===== src/rtl/instr_fetch_sequencer.sv =====
// PC and fetch controller: issues ROM words to the datapath,
// takes branch redirects and runs timed-NOP idle delays.
module instr_fetch_sequencer #(
    parameter int              ADDR_W   = 16,
    parameter int              INSTR_W  = 28,
    parameter logic [3:0]      NOP_OPC  = 4'd0,
    parameter int              DELAY_W  = 24,
    parameter logic [ADDR_W-1:0] RESET_PC = '0
) (
    input  logic               Clock,
    input  logic               Reset,
    input  logic               iEnable,
    input  logic               iStall,
    input  logic               iBranchTaken,
    input  logic [ADDR_W-1:0]  iBranchTarget,
    input  logic [INSTR_W-1:0] iRomInstruction,
    output logic [ADDR_W-1:0]  oRomAddress,
    output logic [INSTR_W-1:0] oInstruction,
    output logic               oInstrValid,
    output logic [ADDR_W-1:0]  oPC,
    output logic               oDelayBusy
);

    typedef enum logic {
        FETCH,
        DELAY
    } state_t;

    state_t               st_q, st_d;
    logic [ADDR_W-1:0]    pc_q, pc_d;
    logic [ADDR_W-1:0]    opc_q, opc_d;
    logic [INSTR_W-1:0]   ins_q, ins_d;
    logic                 vld_q, vld_d;
    logic [DELAY_W-1:0]   cnt_q, cnt_d;

    logic                 hold;
    logic [3:0]           opcode;
    logic [DELAY_W-1:0]   operand;

    assign hold    = vld_q & iStall;
    assign opcode  = iRomInstruction[INSTR_W-1 -: 4];
    assign operand = iRomInstruction[DELAY_W-1:0];

    always_comb begin
        st_d  = st_q;
        pc_d  = pc_q;
        opc_d = opc_q;
        ins_d = ins_q;
        vld_d = vld_q;
        cnt_d = cnt_q;
        if (!hold) begin
            unique case (st_q)
                FETCH: begin
                    // a consumed branch discards this cycle's sequential fetch
                    if (vld_q && iBranchTaken) begin
                        pc_d  = iBranchTarget;
                        vld_d = 1'b0;
                    end else if (iEnable) begin
                        ins_d = iRomInstruction;
                        opc_d = pc_q;
                        vld_d = 1'b1;
                        pc_d  = pc_q + ADDR_W'(1);
                        if (opcode == NOP_OPC && operand != '0) begin
                            st_d  = DELAY;
                            cnt_d = operand;
                        end
                    end else begin
                        vld_d = 1'b0;
                    end
                end
                DELAY: begin
                    vld_d = 1'b0;
                    if (iEnable) begin
                        if (cnt_q == DELAY_W'(1)) begin
                            st_d  = FETCH;
                            cnt_d = '0;
                        end else begin
                            cnt_d = cnt_q - DELAY_W'(1);
                        end
                    end
                end
            endcase
        end
    end

    always_ff @(posedge Clock or negedge Reset) begin
        if (!Reset) begin
            st_q  <= FETCH;
            pc_q  <= RESET_PC;
            opc_q <= '0;
            ins_q <= '0;
            vld_q <= 1'b0;
            cnt_q <= '0;
        end else begin
            st_q  <= st_d;
            pc_q  <= pc_d;
            opc_q <= opc_d;
            ins_q <= ins_d;
            vld_q <= vld_d;
            cnt_q <= cnt_d;
        end
    end

    assign oRomAddress  = pc_q;
    assign oInstruction = ins_q;
    assign oInstrValid  = vld_q;
    assign oPC          = opc_q;
    assign oDelayBusy   = (st_q == DELAY);

endmodule

===== config.mk =====
export PLATFORM = sky130hd
export DESIGN_NAME = instr_fetch_sequencer
export DESIGN_NICKNAME = d
export VERILOG_FILES = /design/src/rtl/instr_fetch_sequencer.sv
export SDC_FILE = /design/constraint.sdc
export NUM_CORES = 1
export LEC_CHECK = 0
export CELL_PAD_IN_SITES_DETAIL_PLACEMENT = 0
export CELL_PAD_IN_SITES_GLOBAL_PLACEMENT = 1
export CORE_ASPECT_RATIO = 1.4
export CORE_MARGIN = 8
export CORE_UTILIZATION = 41
export DETAILED_ROUTE_END_ITERATION = 6
export GPL_TIMING_DRIVEN = 0
export MAX_ROUTING_LAYER = met4
export PLACE_DENSITY = 0.92
export SYNTH_ARGS = -nofsm -noshare
export SYNTH_HDL_FRONTEND = slang
export SYNTH_SLANG_ARGS = --single-unit

===== constraint.sdc =====
create_clock -name Clock -period 7.1 [get_ports Clock]
set_input_delay 1.42 -clock Clock [delete_from_list [all_inputs] [get_ports Clock]]
set_output_delay 1.42 -clock Clock [all_outputs]
set_load 0.02 [all_outputs]

* After elaboration in Yosys (flattened, before gate mapping)
Index checks and enable logic that the tools add are counted.
** Operators by class
- $add $sub $neg :: 2
- Equality and inequality tests :: 5
- Muxes and demuxes :: 17
- Bitwise operators :: 4
- Reduce and logical (&&, ||, !) cells :: 8
** Operators by type and width (count)
- $mux 24 :: 5
- $pmux 24 s2 :: 1
- $mux 16 :: 2
- $eq 24x1->1 const B :: 1
- $reduce_bool 24->1 :: 1
- $sub 24x1->24 const B :: 1
- $add 16x1->16 const B :: 1
- $ne 2x2->1 const B :: 4
- $mux 1 :: 7
- $reduce_and 5->1 :: 1
- $logic_not 4->1 :: 1
- $pmux 1 s2 :: 2
- $reduce_and 4->1 :: 1
- $not 1->1 :: 3
- $reduce_and 3->1 :: 1
- $logic_and 1x1->1 :: 2
- $reduce_bool 2->1 :: 1
- $and 1x1->1 :: 1
** Storage, ports and cells
- Register bits :: 86
- Output and inout bits :: 62
- Word-level logic and storage cells :: 42

* Logic depth before layout (Yosys ltp)
Gate-level depths: netlist of run 1.
- Word-level depth :: 6
- Gate-level depth with buffers :: 9
- Gate-level depth less buffers :: 7

* Worst setup path before layout of run 1
Ideal clock, no wire load.
- Path kind :: input port to flip-flop
- Start :: input iRomInstruction[9]
- End :: register st_q, in the netlist oDelayBusy
- Library setup time :: 0.137 ns
- Arrival :: 2.885 ns
- Data required time :: 6.963 ns
- Slack :: 4.078 ns
- Stages :: 5
- Cell sequence :: or4_1 > a311oi_1 > a22o_1 > clkbuf_1 > a21oi_1
** On the way
- Cells in the longest elaborated chain, start to end :: 6
** Ends and longest elaborated chain
- from (decl) :: line 16 : input logic [INSTR_W-1:0] iRomInstruction,
- $reduce_bool 24->1 :: line 63 : if (opcode == NOP_OPC && operand != '0) begin
- $logic_and 1x1->1 :: line 63
- $mux 1 :: line 63
- $mux 1 :: line 58 : end else if (iEnable) begin
- $mux 1 :: line 55 : if (vld_q && iBranchTaken) begin
- $pmux 1 s2 :: line 52 : unique case (st_q)
- to (signal assigned) :: line 95 : st_q <= st_d;
- to (decl) :: line 29 : state_t st_q, st_d;
No other way between the ends.
A chain may end at the register's enable or synchronous reset.

* Final worst setup path of run 1
- Start :: input iRomInstruction[25]
- End :: register cnt_q[14]
** On the way
- Cells in the longest elaborated chain, start to end :: 4
** Ends and longest elaborated chain
- $logic_not 4->1 :: line 63
- $logic_and 1x1->1 :: line 63
- $ne 2x2->1 (no line)
- $reduce_and 5->1 (no line)
- to (signal assigned) :: line 100 : cnt_q <= cnt_d;
- to (decl) :: line 34 : logic [DELAY_W-1:0] cnt_q, cnt_d;
No other way between the ends.

==> flow_summary.json, run 1 <==
{
  "synth-xor-area-share_pct": 0,
  "synth_top_area_cell": "dfrtp_1",
  "whs_ns": 0.4956,
  "dp_hpwl_mm": 10.45,
  "die_h_um": 138.7,
  "wl_mm": 14.17,
  "yosys-top-cells-area": "dfrtp_1 (49%), mux2_2 (11%), a22o_1 (3.8%), o21ai_0 (3.7%), nor2_1 (2.1%)",
  "synthArstFlopShare_pct": 100.0,
  "critPathLaunchType": "input port",
  "ctsLongestPathBuffers": 2,
  "rsz0062_at_grt": "false",
  "synthAdderAreaFrac_pct": 0.8508,
  "grt_pass1_wl_mm": 22.71,
  "post-cts-setup-buffer-count": 0,
  "cts-root-buf": "clkbuf_16",
  "p_leak_nw": 2.496,
  "cp_max_fo": 10,
  "p_seq_share_pct": 49.1,
  "vias": 4008,
  "drv_slew": 0,
  "grt_max_degree": 47,
  "worstSetupEndpointType": "register",
  "synth_area_sq_um": 4412,
  "drive_above_1_share_pct": 15.07,
  "grtUsageTotal_pct": 20.12,
  "antenna_found_initial": 0,
  "postLayoutCoreUtil_pct": 56.20,
  "ir_drop_v": 0.0001092,
  "nets": 592,
  "viasPerCell": 5.851,
  "n_antenna_cell": 0,
  "crit_required_ns": 7.33,
  "ctsResizeCount": 0,
  "wl_per_cell_um": 20.68,
  "grt_pass1_vias": 4221,
  "cts_sinks": 86,
  "synth-edff-count": 0,
  "dieArea_sq_um": 14380,
  "yosysSeqAreaShare_pct": 48.78,
  "fin_skew_ns": 0.006621,
  "initial_core_util_pct": 41.46,
  "synthSimpleGateAreaFrac_pct": 15.29,
  "hold_class": "register to register",
  "ant_nets": 0,
  "timing.fmax_mhz": 264.1,
  "core_region_area_sq_um": 10640,
  "ys_seq_elements": 86,
  "p_sw_mw": 0.3074,
  "synthMuxAreaShare_pct": 11.63,
  "port_buffers": 110,
  "p_comb_share_pct": 14.0,
  "cts_hold_buf": 0,
  "finalHoldViolCount": 0,
  "ios": 111,
  "drt_iter0_markers": 200,
  "yosysTopAreaCellShare_pct": 48.78,
  "cts_tree": "yes",
  "cp.arrival_ns": 4.02,
  "p_per_area_nw_per_um2": 194.4,
  "htree_levels": 3,
  "ys_warn_count": 0,
  "cap_violations": 0,
  "rows": 45,
  "synth_top_family_by_area": "compound AO/OA/AOI/OAI gates",
  "path_class": "input port to register",
  "syn2layout_area_growth_pct": 35.56,
  "power_frac_clock_pct": 36.9,
  "clk_latency_ns": 0.34,
  "overflow": 0,
  "period_needed_ns": 3.787,
  "dieWidth_um": 103.7,
  "slew_headroom_pct": 45.37,
  "post_synth_num_cell_types": 52,
  "drc": 0,
  "synthCells": 418,
  "final.period_utilization_pct": 53.33,
  "status": "complete, no violations",
  "setup_tns_ns": 0,
  "tightest_slew_ns": 0.8194,
  "path_clk_slew_ns": 0.06,
  "switching_share_pct": 26.44,
  "place_congestion": 0.9214,
  "cts-buffers-inserted": 9,
  "synth-compound-area-share_pct": 19.29,
  "syn_nets": 470,
  "finalSetupViolCount": 0,
  "internal_power_mw": 0.8553,
  "first_pass_iters": 6,
  "synth_ff_type": "dfrtp_1",
  "synth_area_per_cell_sq_um": 10.55
}
## area by class of cell
cell class	instances	area, sq um
tap	141	176.4
sequential	86	2152
fill	918	4661
buffer	31	165.2
clock inverter	4	23.77
clock buffer	11	242.7
timing repair buffer	111	1126
inverter	5	18.77
multi-input combinational	296	2076
## synth_stat cells, types with 3 or more instances
cell,n
o21ai_0,33
a22o_1,19
dfrtp_1,86
nor4_1,10
nand4_1,3
inv_1,4
buf_2,3
or4_1,3
clkbuf_1,20
a2bb2oi_1,6
o22ai_1,4
nand3_1,14
o21ai_1,3
nand2_1,22
or3_1,6
mux2i_1,4
and3_1,5
o41ai_1,3
o2bb2ai_1,9
nor3_1,18
mux2_2,42
or4_4,3
nor2b_1,3
buf_6,5
o22a_1,4
nor2_1,25
ha_1,3
a21oi_1,18
a31oi_1,5
a32oi_1,4
a22oi_1,4
## placed cells by master (no fill, tap or decap), types with 4 or more instances in the layout
cell type        count
a21oi_1             18
a22o_1              19
a22oi_1              4
a2bb2oi_1            6
a31oi_1              5
a32oi_1              4
and3_1               5
buf_6                5
clkbuf_1            21
clkbuf_16            9
clkdlybuf4s50_1    109
dfrtp_1             86
inv_1                4
mux2_2              42
mux2i_1              4
nand2_1             22
nand3_1             14
nor2_1              25
nor3_1              18
nor4_1              10
o21ai_0             33
o22a_1               4
o22ai_1              4
o2bb2ai_1            9
or3_1                6
## state kept, by name, summed over array words and instances (netlist names)
signal and flops:
oDelayBusy 1, oPC 16, oInstruction 28, oRomAddress 16, oInstrValid 1, cnt_q 24
## power groups by stage
stage	Clock, mW	Combinational [mW]	Sequential [mW]
final	0.429	0.162	0.571
after global routing	0.458	0.179	0.577
after CTS	0.439	0.163	0.569
after detailed placement	0	0.161	0.578
after global placement	0	0.156	0.576
after floorplan	0	0.0862	0.571
## worst max-delay path: stages
cell and delay (ns):
clkdlybuf4s50_1 0.42, nor4_1 0.50, nand3_1 0.20, a22oi_1 0.54, clkbuf_1 0.51, o21ai_0 0.21, a22o_1 0.22
## per-stage QoR
stage	setup slack, ns	instance area, sq um	std cells	total power [mW]
after detailed placement	3.055	5714	670	0.7395
after CTS	3.406	5981	685	1.171
after global routing	3.326	5981	685	1.214
after floorplan	4.078	4412	418	0.6568
final	3.313	5981	685	1.163
after global placement	1.480	5689	669	0.7324
## layer usage
| layer | track usage, % | routed length, um | vias to the layer above |
|---|---|---|---|
| li1 | - | - | 1831 |
| met1 | 21.98 | 5562 | 1955 |
| met2 | 34.21 | 7295 | 183 |
| met3 | 4.186 | 860 | 39 |
| met4 | 9.564 | 448 | 0 |
| met5 | - | 0 | - |
## kinds of logic after synthesis
family / count (synthesis)
AND/OR/NAND/NOR: 124
adder cells (fa/ha/maj): 3
buffers and inverters: 36
multiplexers: 46
AO/OA/AOI/OAI: 123
flip-flops: 86
## path summary, 6_finish.rpt
check / start / end / slack (ns) / cells past startpoint
hold reg to reg: cnt_q[23] / cnt_q[23] / 0.50 / 1
max in group asynchronous: Reset / oPC[12] / 5.40 / 2
hold / removal: cnt_q[23] / cnt_q[23] / 0.50 / 1
min in group asynchronous: Reset / cnt_q[15] / 1.07 / 1
setup / recovery: iRomInstruction[25] / cnt_q[14] / 3.31 / 7
setup reg to reg: cnt_q[1] / cnt_q[7] / 4.50 / 8
Power figures use the tool's default switching activity.
==> run 2: changes to the inputs <==
- CORE_UTILIZATION: 41 -> 34
- PLACE_DENSITY: 0.92 -> 0.82
- clock period: 7.1 -> 3.07 ns (I/O delays scaled with it)
==> flow_summary.json, run 2 (same netlist as run 1, synthesis figures left out) <==
{
  "p_per_area_nw_per_um2": 488.7,
  "crit_required_ns": 3.26,
  "cts-buffers-inserted": 9,
  "drc": 0,
  "cts_sinks": 86,
  "dieWidth_um": 112.3,
  "cp.arrival_ns": 3.05,
  "dieArea_sq_um": 16930,
  "timing.fmax_mhz": 350.2,
  "slew_headroom_pct": 49.03,
  "post-cts-setup-buffer-count": 0,
  "grt_pass1_vias": 4195,
  "ios": 111,
  "n_antenna_cell": 0,
  "fin_skew_ns": 0.01357,
  "rr_startpoint": "cnt_q[0]",
  "finalHoldViolCount": 0,
  "core_region_area_sq_um": 12750,
  "grt_pass1_wl_mm": 23.27,
  "fin_cells": 698,
  "final.period_utilization_pct": 93.00,
  "p_total_mw": 2.969,
  "port_buffers": 110,
  "finalSetupViolCount": 0,
  "setup_tns_ns": 0,
  "ctsLongestPathBuffers": 2,
  "critPathLaunchType": "input port",
  "cts-root-buf": "clkbuf_16",
  "drv_slew": 0,
  "hold_class": "input port to async pin",
  "dp_slack_ns": -0.1473,
  "mostFrequentLayoutCells": "clkdlybuf4s50_1 (109), dfrtp_1 (86), mux2_2 (42)",
  "vias": 4009,
  "rrSetupSlack_ns": 0.50,
  "rsz0062_at_grt": "false",
  "wl_mm": 14.42,
  "first_pass_iters": 5,
  "clk_latency_ns": 0.35,
  "reg2regPathDepth": 9,
  "postLayoutCellArea_sq_um": 6075,
  "die_h_um": 150.8,
  "setup_ws_ns": 0.2148,
  "ant_nets": 0,
  "rows": 49,
  "dp_cells": 682,
  "status": "complete, no violations",
  "r2r-end": "cnt_q[16]",
  "ctsResizeCount": 0,
  "overflow": 0,
  "cts_tree": "yes",
  "path_class": "input port to register",
  "place_congestion": 0.9078,
  "dp_hpwl_mm": 10.86,
  "grt_max_degree": 64,
  "drive_above_1_share_pct": 15.23,
  "initial_core_util_pct": 34.60,
  "drt_iter0_markers": 228,
  "largest_register_ffs": 28,
  "period_needed_ns": 2.855,
  "syn2layout_area_growth_pct": 37.69,
  "cp_max_fo": 10,
  "htree_levels": 3,
  "postLayoutCoreUtil_pct": 47.64,
  "tightest_slew_ns": 0.7645,
  "place_area_sq_um": 5729,
  "wl_per_cell_um": 20.66,
  "ir_drop_v": 0.0002630,
  "cap_violations": 0,
  "nets": 592,
  "worstSetupEndpointType": "register",
  "viasPerCell": 5.744,
  "path_clk_slew_ns": 0.06,
  "p_leak_nw": 2.528,
  "layout_commonest_cell": "clkdlybuf4s50_1",
  "cts_hold_buf": 0,
  "antenna_found_initial": 0,
  "whs_ns": 0.1728,
  "grtUsageTotal_pct": 18.02
}
## run 2: cell count changes in the layout (fill, tap and decap cells not counted)
cell / delta
bufinv_16: +3
clkbuf_8: -1
clkinv_2: -3
inv_6: +2
## run 2: how the worst max path moves through the flow
stage / cells after the start / slack, ns / startpoint / endpoint
floorplan: 8 / 0.81 / cnt_q[1] / cnt_q[8]
finish: 6 / 0.21 / iRomInstruction[9] / cnt_q[23]
CTS: 7 / 0.20 / iRomInstruction[25] / cnt_q[5]
detailed placement: 7 / -0.15 / iRomInstruction[25] / cnt_q[5]
global placement: 1 / -1.84 / Reset / cnt_q[17]
global route: 7 / 0.1 / iRomInstruction[25] / cnt_q[5]
## run 2: critical path: stages
cell,delay [ns]
clkdlybuf4s50_1,0.46
or4_1,0.57
a311oi_1,0.34
a22o_1,0.39
clkbuf_1,0.52
o2bb2ai_1,0.15
## run 2: cell type report
cell class,count,area (sq um)
fill,1202,6678
sequential,86,2152
multi-input combinational,296,2076
timing repair buffer,111,1126
clock buffer,10,229.0
tap,153,191.4
buffer,31,165.2
clock inverter,6,116.4
inverter,5,18.77
## run 2: routing by layer
layer | global-route usage, % | share of wire, % | up-vias
met5 | - | 0 | -
met4 | 5.958 | 1.8 | 0
met3 | 5.068 | 7.3 | 23
met2 | 31.35 | 51 | 164
met1 | 19.54 | 40 | 1992
li1 | - | - | 1830
## run 2: power breakdown
part	switching (mW)	internal [mW]	leakage (nW)
Combinational	0.178	0.196	1.24
Clock	0.466	0.803	0.168
Sequential	0.106	1.22	1.12
